--- src/rtl/m8x8_seq_pkg.sv ---
// m8x8_seq_pkg: shared constants and types for the 8x8 systolic array sequencer.
//   DW        word width of every array lane
//   N         array dimension (rows = columns)
//   FLUSH_LEN cycles of zero injection after the last slice
//   DRAIN_LEN result columns drained per tile
//   CONF_*    bit positions inside the 4-bit array config word
package m8x8_seq_pkg;
   localparam int DW        = 32;
   localparam int N         = 8;
   localparam int FLUSH_LEN = 15;
   localparam int DRAIN_LEN = 8;
   localparam int CONF_TR   = 0;
   localparam int CONF_RELU = 1;

   typedef enum logic [2:0] {S_IDLE, S_FEED, S_FLUSH, S_SHIFT, S_DRAIN} state_t;

   typedef logic [N-1:0][DW-1:0] vec_t;

   // One slice as it enters the skew network: W row, X column, clear marker.
   typedef struct packed {
      vec_t w;
      vec_t x;
      logic clr;
   } slice_t;
endpackage

--- src/rtl/m8x8_seq_skew_line.sv ---
// m8x8_seq_skew_line: enable-gated delay line used to skew one row or column.
//   clk, reset  clock, asynchronous active-high reset (clears every stage)
//   en          advance the line by one stage
//   d / q       data in / data out, DEPTH enabled cycles later
// DEPTH must be >= 1; the undelayed lane is a plain wire in the top.
module m8x8_seq_skew_line
   import m8x8_seq_pkg::*;
#(
   parameter int DEPTH = 1,
   parameter int WIDTH = DW + 1
) (
   input  logic             clk,
   input  logic             reset,
   input  logic             en,
   input  logic [WIDTH-1:0] d,
   output logic [WIDTH-1:0] q
);
   logic [DEPTH-1:0][WIDTH-1:0] sr;

   always_ff @(posedge clk or posedge reset) begin
      if (reset) begin
         sr <= '0;
      end else if (en) begin
         sr[0] <= d;
         for (int k = 1; k < DEPTH; k++) sr[k] <= sr[k-1];
      end
   end

   assign q = sr[DEPTH-1];
endmodule

--- src/rtl/m8x8_seq.sv ---
// m8x8_seq: sequencer and result collector for the 8x8 systolic MAC array.
//   clk, reset            clock, asynchronous active-high reset
//   in_valid/in_ready     K-slice handshake; in_w/in_x slice data, in_last ends tile
//   conf_in               array config, captured with the first slice of a tile
//   out_valid/out_ready   result handshake; out_z/out_b one column, out_col, out_last
//   arr_w/arr_x/arr_y     skewed array inputs (arr_y is always zero)
//   arr_clear/arr_shift   per-row controls; arr_enable global stall, arr_reset sync reset
//   arr_conf              config held for the tile; arr_z/arr_b array result taps
//   busy                  sequencer not idle
// Optional macro M8X8_SEQ_PERF_EN adds saturating counters perf_busy / perf_stall.
module m8x8_seq
   import m8x8_seq_pkg::*;
(
   input  logic                 clk,
   input  logic                 reset,
   input  logic                 in_valid,
   output logic                 in_ready,
   input  logic [N-1:0][DW-1:0] in_w,
   input  logic [N-1:0][DW-1:0] in_x,
   input  logic                 in_last,
   input  logic [3:0]           conf_in,
   output logic                 out_valid,
   input  logic                 out_ready,
   output logic [N-1:0][DW-1:0] out_z,
   output logic [N-1:0]         out_b,
   output logic [2:0]           out_col,
   output logic                 out_last,
   output logic [N-1:0][DW-1:0] arr_w,
   output logic [N-1:0][DW-1:0] arr_x,
   output logic [N-1:0][DW-1:0] arr_y,
   output logic [N-1:0]         arr_clear,
   output logic [N-1:0]         arr_shift,
   output logic                 arr_enable,
   output logic                 arr_reset,
   output logic [3:0]           arr_conf,
   input  logic [N-1:0][DW-1:0] arr_z,
   input  logic [N-1:0]         arr_b,
   output logic                 busy
`ifdef M8X8_SEQ_PERF_EN
  ,output logic [31:0]          perf_busy,
   output logic [31:0]          perf_stall
`endif
);
   state_t     state;
   logic [3:0] fcnt;
   logic       accept;
   slice_t     inj;

   // Holding ready low while arr_reset is still up keeps a slice from
   // landing in the same cycle the array is being reset.
   assign in_ready = (state == S_IDLE || state == S_FEED) && !arr_reset;
   assign accept   = in_valid && in_ready;
   assign busy     = (state != S_IDLE);
   assign arr_y    = '0;
   assign arr_shift = {N{state == S_SHIFT}};

   // Outputs are only meaningful while draining; zero otherwise.
   assign out_z = out_valid ? arr_z : '0;
   assign out_b = out_valid ? arr_b : '0;

   // Injected slice and global enable. Every non-accepting cycle injects
   // zeros, so gaps and flush add nothing to the accumulators.
   always_comb begin
      inj        = '0;
      arr_enable = 1'b0;
      case (state)
         S_IDLE, S_FEED: begin
            arr_enable = accept;
            if (accept) begin
               inj.w   = in_w;
               inj.x   = in_x;
               inj.clr = (state == S_IDLE);
            end
         end
         S_FLUSH: begin
            arr_enable = 1'b1;
            inj.clr    = (fcnt == 4'd0);   // closing clear finishes the tile
         end
         S_SHIFT: arr_enable = 1'b1;
         S_DRAIN: arr_enable = out_ready;
         default: ;
      endcase
   end

   always_ff @(posedge clk or posedge reset) begin
      if (reset) begin
         state     <= S_IDLE;
         fcnt      <= '0;
         arr_conf  <= '0;
         out_valid <= 1'b0;
         out_col   <= '0;
         out_last  <= 1'b0;
      end else begin
         case (state)
            S_IDLE: if (accept) begin
               arr_conf <= conf_in;
               state    <= in_last ? S_FLUSH : S_FEED;
               fcnt     <= '0;
            end
            S_FEED: if (accept && in_last) begin
               state <= S_FLUSH;
               fcnt  <= '0;
            end
            S_FLUSH: begin
               if (fcnt == 4'(FLUSH_LEN - 1)) begin
                  state <= S_SHIFT;
                  fcnt  <= '0;
               end else begin
                  fcnt <= fcnt + 4'd1;
               end
            end
            S_SHIFT: begin
               state     <= S_DRAIN;
               out_valid <= 1'b1;
               out_col   <= '0;
               out_last  <= 1'b0;
            end
            S_DRAIN: if (out_ready) begin
               if (out_col == 3'(DRAIN_LEN - 1)) begin
                  state     <= S_IDLE;
                  out_valid <= 1'b0;
                  out_col   <= '0;
                  out_last  <= 1'b0;
               end else begin
                  out_col  <= out_col + 3'd1;
                  out_last <= (out_col == 3'(DRAIN_LEN - 2));
               end
            end
            default: state <= S_IDLE;
         endcase
      end
   end

   // Set asynchronously, dropped on the first edge after release so the
   // array always sees at least one clock with its sync reset high.
   always_ff @(posedge clk or posedge reset) begin
      if (reset) arr_reset <= 1'b1;
      else       arr_reset <= 1'b0;
   end

   // Rows carry X plus the clear marker, columns carry W; lane 0 is undelayed.
   for (genvar i = 0; i < N; i++) begin : g_row
      if (i == 0) begin : g_comb
         assign arr_x[0]     = inj.x[0];
         assign arr_clear[0] = inj.clr;
      end else begin : g_dly
         logic [DW:0] q;
         m8x8_seq_skew_line #(.DEPTH(i), .WIDTH(DW + 1)) u_line (
            .clk   (clk),
            .reset (reset),
            .en    (arr_enable),
            .d     ({inj.clr, inj.x[i]}),
            .q     (q)
         );
         assign arr_x[i]     = q[DW-1:0];
         assign arr_clear[i] = q[DW];
      end
   end

   for (genvar j = 0; j < N; j++) begin : g_col
      if (j == 0) begin : g_comb
         assign arr_w[0] = inj.w[0];
      end else begin : g_dly
         m8x8_seq_skew_line #(.DEPTH(j), .WIDTH(DW)) u_line (
            .clk   (clk),
            .reset (reset),
            .en    (arr_enable),
            .d     (inj.w[j]),
            .q     (arr_w[j])
         );
      end
   end

`ifdef M8X8_SEQ_PERF_EN
   always_ff @(posedge clk or posedge reset) begin
      if (reset) begin
         perf_busy  <= '0;
         perf_stall <= '0;
      end else begin
         if (busy && ~&perf_busy) perf_busy <= perf_busy + 32'd1;
         if (busy && !arr_enable && ~&perf_stall) perf_stall <= perf_stall + 32'd1;
      end
   end
`endif
endmodule

--- config.mk ---
export PLATFORM = sky130hd
export DESIGN_NAME = m8x8_seq
export DESIGN_NICKNAME = d
export VERILOG_FILES = /design/src/rtl/m8x8_seq_pkg.sv /design/src/rtl/m8x8_seq_skew_line.sv /design/src/rtl/m8x8_seq.sv
export SDC_FILE = /design/constraint.sdc
export NUM_CORES = 2
export LEC_CHECK = 0
export CORE_AREA = 2 2 717 719
export CTS_CLUSTER_DIAMETER = 60
export CTS_CLUSTER_SIZE = 40
export DETAILED_ROUTE_END_ITERATION = 8
export DIE_AREA = 0 0 719 721
export MAX_ROUTING_LAYER = met4
export PLACE_DENSITY_LB_ADDON = 0.05
export SLEW_MARGIN = 20
export SYNTH_ARGS = -nofsm -noshare
export SYNTH_HDL_FRONTEND = slang
export SYNTH_SLANG_ARGS = --single-unit
export TNS_END_PERCENT = 50
--- constraint.sdc ---
create_clock -name clk -period 169.8 [get_ports clk]
set_input_delay 42.45 -clock clk [delete_from_list [all_inputs] [get_ports clk]]
set_output_delay 42.45 -clock clk [all_outputs]
set_load 0.01 [all_outputs]
### Word-level counts from Yosys, hierarchy flattened

Cells that the tools add are included.

| word-level totals | value |
|---|---|
| bits of input ports | 785 |
| output and inout bits | 1061 |
| bits in registers | 1837 |
| logic and storage cells | 120 |

| operators by class | value |
|---|---|
| add/sub/neg operators | 2 |
| multiplexer cells | 26 |
| reductions and logical operators | 17 |
| equal/unequal tests | 12 |

Operator list:

| operator | number |
|---|---|
| 2-to-1 mux 513 bit | 1 |
| 2-to-1 mux 512 bit | 1 |
| 2-to-1 mux 256 bit | 1 |
| 2-to-1 mux 3 bit | 7 |
| case mux 3 bit (5 select lines) | 1 |
| 2-to-1 mux 4 bit | 3 |
| case mux 4 bit (3 select lines) | 1 |
| equality test 3 bit, second input constant | 3 |
| 2-to-1 mux 8 bit | 1 |
| inequality test 2 bit, second input constant | 4 |
| equality test 3 x 2 -> 1 bit, second input constant | 2 |
| case mux 1 bit (2 select lines) | 3 |
| case mux 3 bit (2 select lines) | 1 |
| AND reduction 3 bit | 2 |
| nonzero test 3 bit | 2 |
| AND reduction 5 bit | 1 |
| adder 4 x 1 -> 4 bit, second input constant | 1 |
| equality test 4 bit, second input constant | 1 |
| logical NOT 4 bit | 1 |
| 2-to-1 mux 1 bit | 4 |
| AND reduction 2 bit | 2 |
| OR reduction 2 bit | 2 |
| adder 3 x 1 -> 3 bit, second input constant | 1 |
| equality test 3 x 1 -> 1 bit, second input constant | 1 |
| other kinds (8) | 10 |

### Logic depth before layout (Yosys ltp)

| logic depth | value |
|---|---|
| depth after elaboration | 7 |
| mapped depth | 8 |

### Modules after synthesis

Synthesis repeated with hierarchy kept, for this count alone.

| unflattened totals | value |
|---|---|
| cell total of the unflattened synthesis | 5527 |
| area total of the unflattened synthesis | 83072.2 um^2 |

Modules (own cells, without submodules):

| module | instances | cells each | sequential area each (um^2) | area each (um^2) |
|---|---|---|---|---|
| m8x8_seq_skew_line (g_row[7].g_dly.u_line) | 1 | 522 | 5780.5 | 9660.5 |
| m8x8_seq_skew_line (g_col[7].g_dly.u_line) | 1 | 506 | 5605.4 | 9216.3 |
| m8x8_seq | 1 | 1280 | 426.7 | 8678.3 |
| m8x8_seq_skew_line (g_row[6].g_dly.u_line) | 1 | 452 | 4954.8 | 8018.9 |
| m8x8_seq_skew_line (g_col[6].g_dly.u_line) | 1 | 438 | 4804.6 | 7440.9 |
| m8x8_seq_skew_line (g_col[5].g_dly.u_line) | 1 | 371 | 4003.8 | 6590.1 |
| m8x8_seq_skew_line (g_row[5].g_dly.u_line) | 1 | 382 | 4129.0 | 6434.9 |
| m8x8_seq_skew_line (g_row[4].g_dly.u_line) | 1 | 313 | 3303.2 | 5482.8 |
| m8x8_seq_skew_line (g_col[4].g_dly.u_line) | 1 | 303 | 3203.1 | 5066.1 |
| m8x8_seq_skew_line (g_col[3].g_dly.u_line) | 1 | 236 | 2402.3 | 4008.8 |
| m8x8_seq_skew_line (g_row[3].g_dly.u_line) | 1 | 243 | 2477.4 | 3955.0 |
| m8x8_seq_skew_line (g_col[2].g_dly.u_line) | 1 | 168 | 1601.5 | 2922.8 |
| m8x8_seq_skew_line (g_row[2].g_dly.u_line) | 1 | 173 | 1651.6 | 2862.7 |
| m8x8_seq_skew_line (g_row[1].g_dly.u_line) | 1 | 71 | 825.8 | 1385.1 |
| m8x8_seq_skew_line (g_col[1].g_dly.u_line) | 1 | 69 | 800.8 | 1348.8 |

### Worst setup path before layout

Ideal clock, no wire load.

| path | value |
|---|---|
| path type | in2out |
| start | in in_valid |
| end | out arr_x[0] (netlist bit) |
| required time | 127350 ps |
| arrival | 43659 ps |
| setup slack | 83691 ps |
| stages | 5 |
| cell sequence | nor4b_1 -> clkbuf_1 -> clkbuf_1 -> clkbuf_1 -> and2_1 |

RTL lines:

| item | RTL line | source |
|---|---|---|
| from (decl) | m8x8_seq.sv:16 | `input logic in_valid,` |
| to (decl) | m8x8_seq.sv:29 | `output logic [N-1:0][DW-1:0] arr_x,` |

==> results.toml <==
[clocking]
postCtsSetupRepairBufs = 0
numClockSinks = 1816
tritoncts_clock_tree = "done"
cts-hold-fix-buffers = 0
cts.root.buffer_cell = "sky130_fd_sc_hd__clkbuf_16"
tritoncts.num_buffers = 314
postCtsResizedCells = 0
cts.clk_slew.worst_paths_ns = 0.05
clock_tree.buffer_depth = 4
clock_insertion_delay_worst_skew_ns = 0.93
h-tree-depth = 5

[yosys]
synthesis.yosys.warnings = 0
synth.largest_area_cell = "sky130_fd_sc_hd__dfrtp_1"
number_of_enable_type_register_cells_in_the_synthesized_netlist = 0
synth_top_cells_by_area = "sky130_fd_sc_hd__dfrtp_1 (61%), sky130_fd_sc_hd__mux2_2 (15%), sky130_fd_sc_hd__mux2_4 (7.4%), sky130_fd_sc_hd__buf_4 (6.6%), sky130_fd_sc_hd__a22o_1 (5.3%)"
synth.ff_latch_count = 1816
post_synthesis_cell_type_count = 41
syn_avg_cell_area_um2 = 15.1
asyncSetResetFlopFracSynth_pct = 100
synth_ff_type = "sky130_fd_sc_hd__dfrtp_1"
post_synthesis_instance_area_um2 = 75100
share_of_the_yosys_chip_area_belonging_to_registers_pct = 60.6
postSynthCellCount = 4961
portion_of_synthesized_cell_area_occupied_by_the_leading_cell_type_pct = 60.5

[drt]
total_wire_length_um = 407000
detail_route.first_pass.iterations = 5
remaining_drc_errors = 0
num_vias = 44729
route.detailed.vias_per_inst = 3.35
routed_wire_length_per_instance_um = 30.5
drt_first_iter_violations = 1524
antenna_left = 0

[critical_path]
path_cells = "clkdlybuf4s50_1 -> nor4b_2 -> buf_4 -> buf_4 -> buf_4 -> buf_4 -> and2_1 -> clkdlybuf4s50_1"
worstSetupStartpointType = "input pin"
critical_path_class = "in2out"
timing.critical_path.mode_cell = "sky130_fd_sc_hd__buf_4"
cell_at_the_slowest_stage_of_the_critical_path = "sky130_fd_sc_hd__buf_4"
sum_of_buffers_and_inverters_on_the_critical_path = 6
timing.critical_path.required_ns = 127.35
cp_top_family = "buffers and inverters"
worst-path-max-fanout = 59
critical_path.max_stage_delay_ns = 0.58
timing.critical_path.to_type = "output pin"
worstPathArrival_ns = 45.93

[placement]
hpwl_um = 325000
finalWeightedCongestion = 0.939
port_buffers = 1589
dp_worst_setup_slack_ns = 81.28
dpl_cell_area_um2 = 94500

[floorplanning]
coreArea_um2 = 511000
floorplan.die.height_um = 721
fp.dieArea_um2 = 518000
design.portCount = 1846
floorplan_row_count = 263
die_w_um = 719
start_util_pct = 14.7

[sta]
worst_slew_pin_slew_ns = 1.19
rsz0062_at_grt = "no"
timing.clock.skew_ns = 0.0895
setup_total_negative_slack_ns = 0
layout_worst_path_cycle_share_pct = 52.0
max_freq_ghz = 0.0113
setup_viol_count_final = 0
slew-limit-headroom_pct = 20.5
layout_min_cycle_time_ns = 88.38
setup_ws_ns = 81.42
final-max-slew-violation-count = 0
finalHoldViolations = 0

[pwr]
power.ir.vdd_worst_v = 0.0000108
power_leakage_nw = 47.0
power-per-cell-area_nw_per_um2 = 18.4

[global_route]
grt_remaining_overflow = 0
grtUsageTotal_pct = 15.8
grt_start_max_net_pins = 152
grt_antenna_before_repair = 272
global_route_wire_length_before_repair_um = 527000
via_count_of_the_first_global_routing_pass = 47108

[cells_and_area]
area_growth_pct = 40.9
fillers = 54458
final_common_cell = "sky130_fd_sc_hd__dfrtp_1"
layout.cells.most_common_list = "sky130_fd_sc_hd__dfrtp_1 (1814), sky130_fd_sc_hd__clkdlybuf4s50_1 (1580), sky130_fd_sc_hd__mux2_2 (984)"
proportion_of_layout_cells_with_a_drive_suffix_above_1_pct = 30.6
final_net_count = 7045
design_area_um2 = 106000

[run_status]
status = "completed"

[min_path]
worstHoldPathType = "reg2reg"

[run]
maxCapViolations = 0
-- Yosys cell counts (all sizes together) (2+ instances only) --
master and count:
dfrtp 1815, mux2 1355, nor2b 3, nor2 6, a22o 451, a221o 2, and2 328, nand2 7
nor3 3, a221oi 2, clkbuf 88, nand2b 4, nand3 2, inv 9, o21ai 3, buf 856
or3 2, nor4b 2, a21oi 2, ha 6
-- state kept, by name, indices dropped and copies added, names as in the netlist --
register / flops
state: 3
arr_reset: 1
g_row.g_dly.u_line.sr: 677
g_col.g_dly.u_line.sr: 672
out_col: 3
g_row.g_dly.u_line.q: 226
fcnt: 4
out_valid: 1
arr_conf: 4
out_last: 1
g_col.g_dly.u_line.q: 224
-- metal layers --
metal | up-vias | global-route usage, % | share of wire (%)
li1 | 19407 | - | -
met1 | 22939 | 18.7 | 41
met2 | 1729 | 24.8 | 46
met3 | 654 | 6.93 | 10
met4 | 0 | 3.02 | 2.5
met5 | - | - | 0
-- cells by family (layout without fill, tap and decap cells) --
group | count (synthesis) | count (layout) | synth area share (%)
DFF | 1816 | 1816 | 60.6
muxes | 1355 | 1355 | 22.2
buffers and inverters | 953 | 2246 | 8.74
AOI/OAI and AO/OA | 467 | 467 | 5.42
and+or+nand+nor | 362 | 362 | 2.99
adders and majority gates | 6 | 6 | 0.100
other | 1 | 357 | 0.00500
xor gates and xnor gates | 1 | 1 | 0.0117
-- report_power, final --
group | leakage [nW] | total, mW | internal, mW | switching, mW
clock | 5.28 | 0.672 | 0.417 | 0.254
sequential | 23.8 | 0.680 | 0.594 | 0.0857
combinational | 17.9 | 0.592 | 0.319 | 0.274
total | 47.0 | 1.94 | 1.33 | 0.613
-- final timing paths --
path,start,end,slack (ns),cells past startpoint
max reg2reg,arr_reset$_DFF_PP1_,g_row[5].g_dly.u_line.q[9]$_DFFE_PP0P_,163.09,9
max,in_valid,arr_x[24],81.42,8
min reg2reg,g_col[5].g_dly.u_line.sr[62]$_DFFE_PP0P_,g_col[5].g_dly.u_line.sr[94]$_DFFE_PP0P_,0.43,1
max in group asynchronous,reset,g_row[4].g_dly.u_line.sr[42]$_DFFE_PP0P_,123.50,7
min,g_col[5].g_dly.u_line.sr[62]$_DFFE_PP0P_,g_col[5].g_dly.u_line.sr[94]$_DFFE_PP0P_,0.43,1
min in group asynchronous,reset,g_row[1].g_dly.u_line.q[25]$_DFFE_PP0P_,42.03,2
-- stage by stage --
stage               hold WS (ns)  cells  power, mW  utilization (%)
global route               0.446  13354       2.06             20.7
floorplan                  0.454   5217       1.09                -
CTS                        0.434  13267       2.00             20.6
finish                     0.427  13367       1.94             20.7
global placement           0.476  12695       1.30             18.5
detailed placement         0.477  12695       1.30             18.5
-- cell type report --
type	instances	area [um2]	area share [%]
clock buffer	384	8560	8.10
sequential	1816	45400	43.0
multi-input combinational	2448	24000	22.7
inverter	9	48.8	0.0461
timing repair buffer	1665	16500	15.6
antenna	100	250	0.237
tap	6757	8450	7.99
clock inverter	188	2420	2.28
Note: power is estimated with default switching activity, not from simulation.
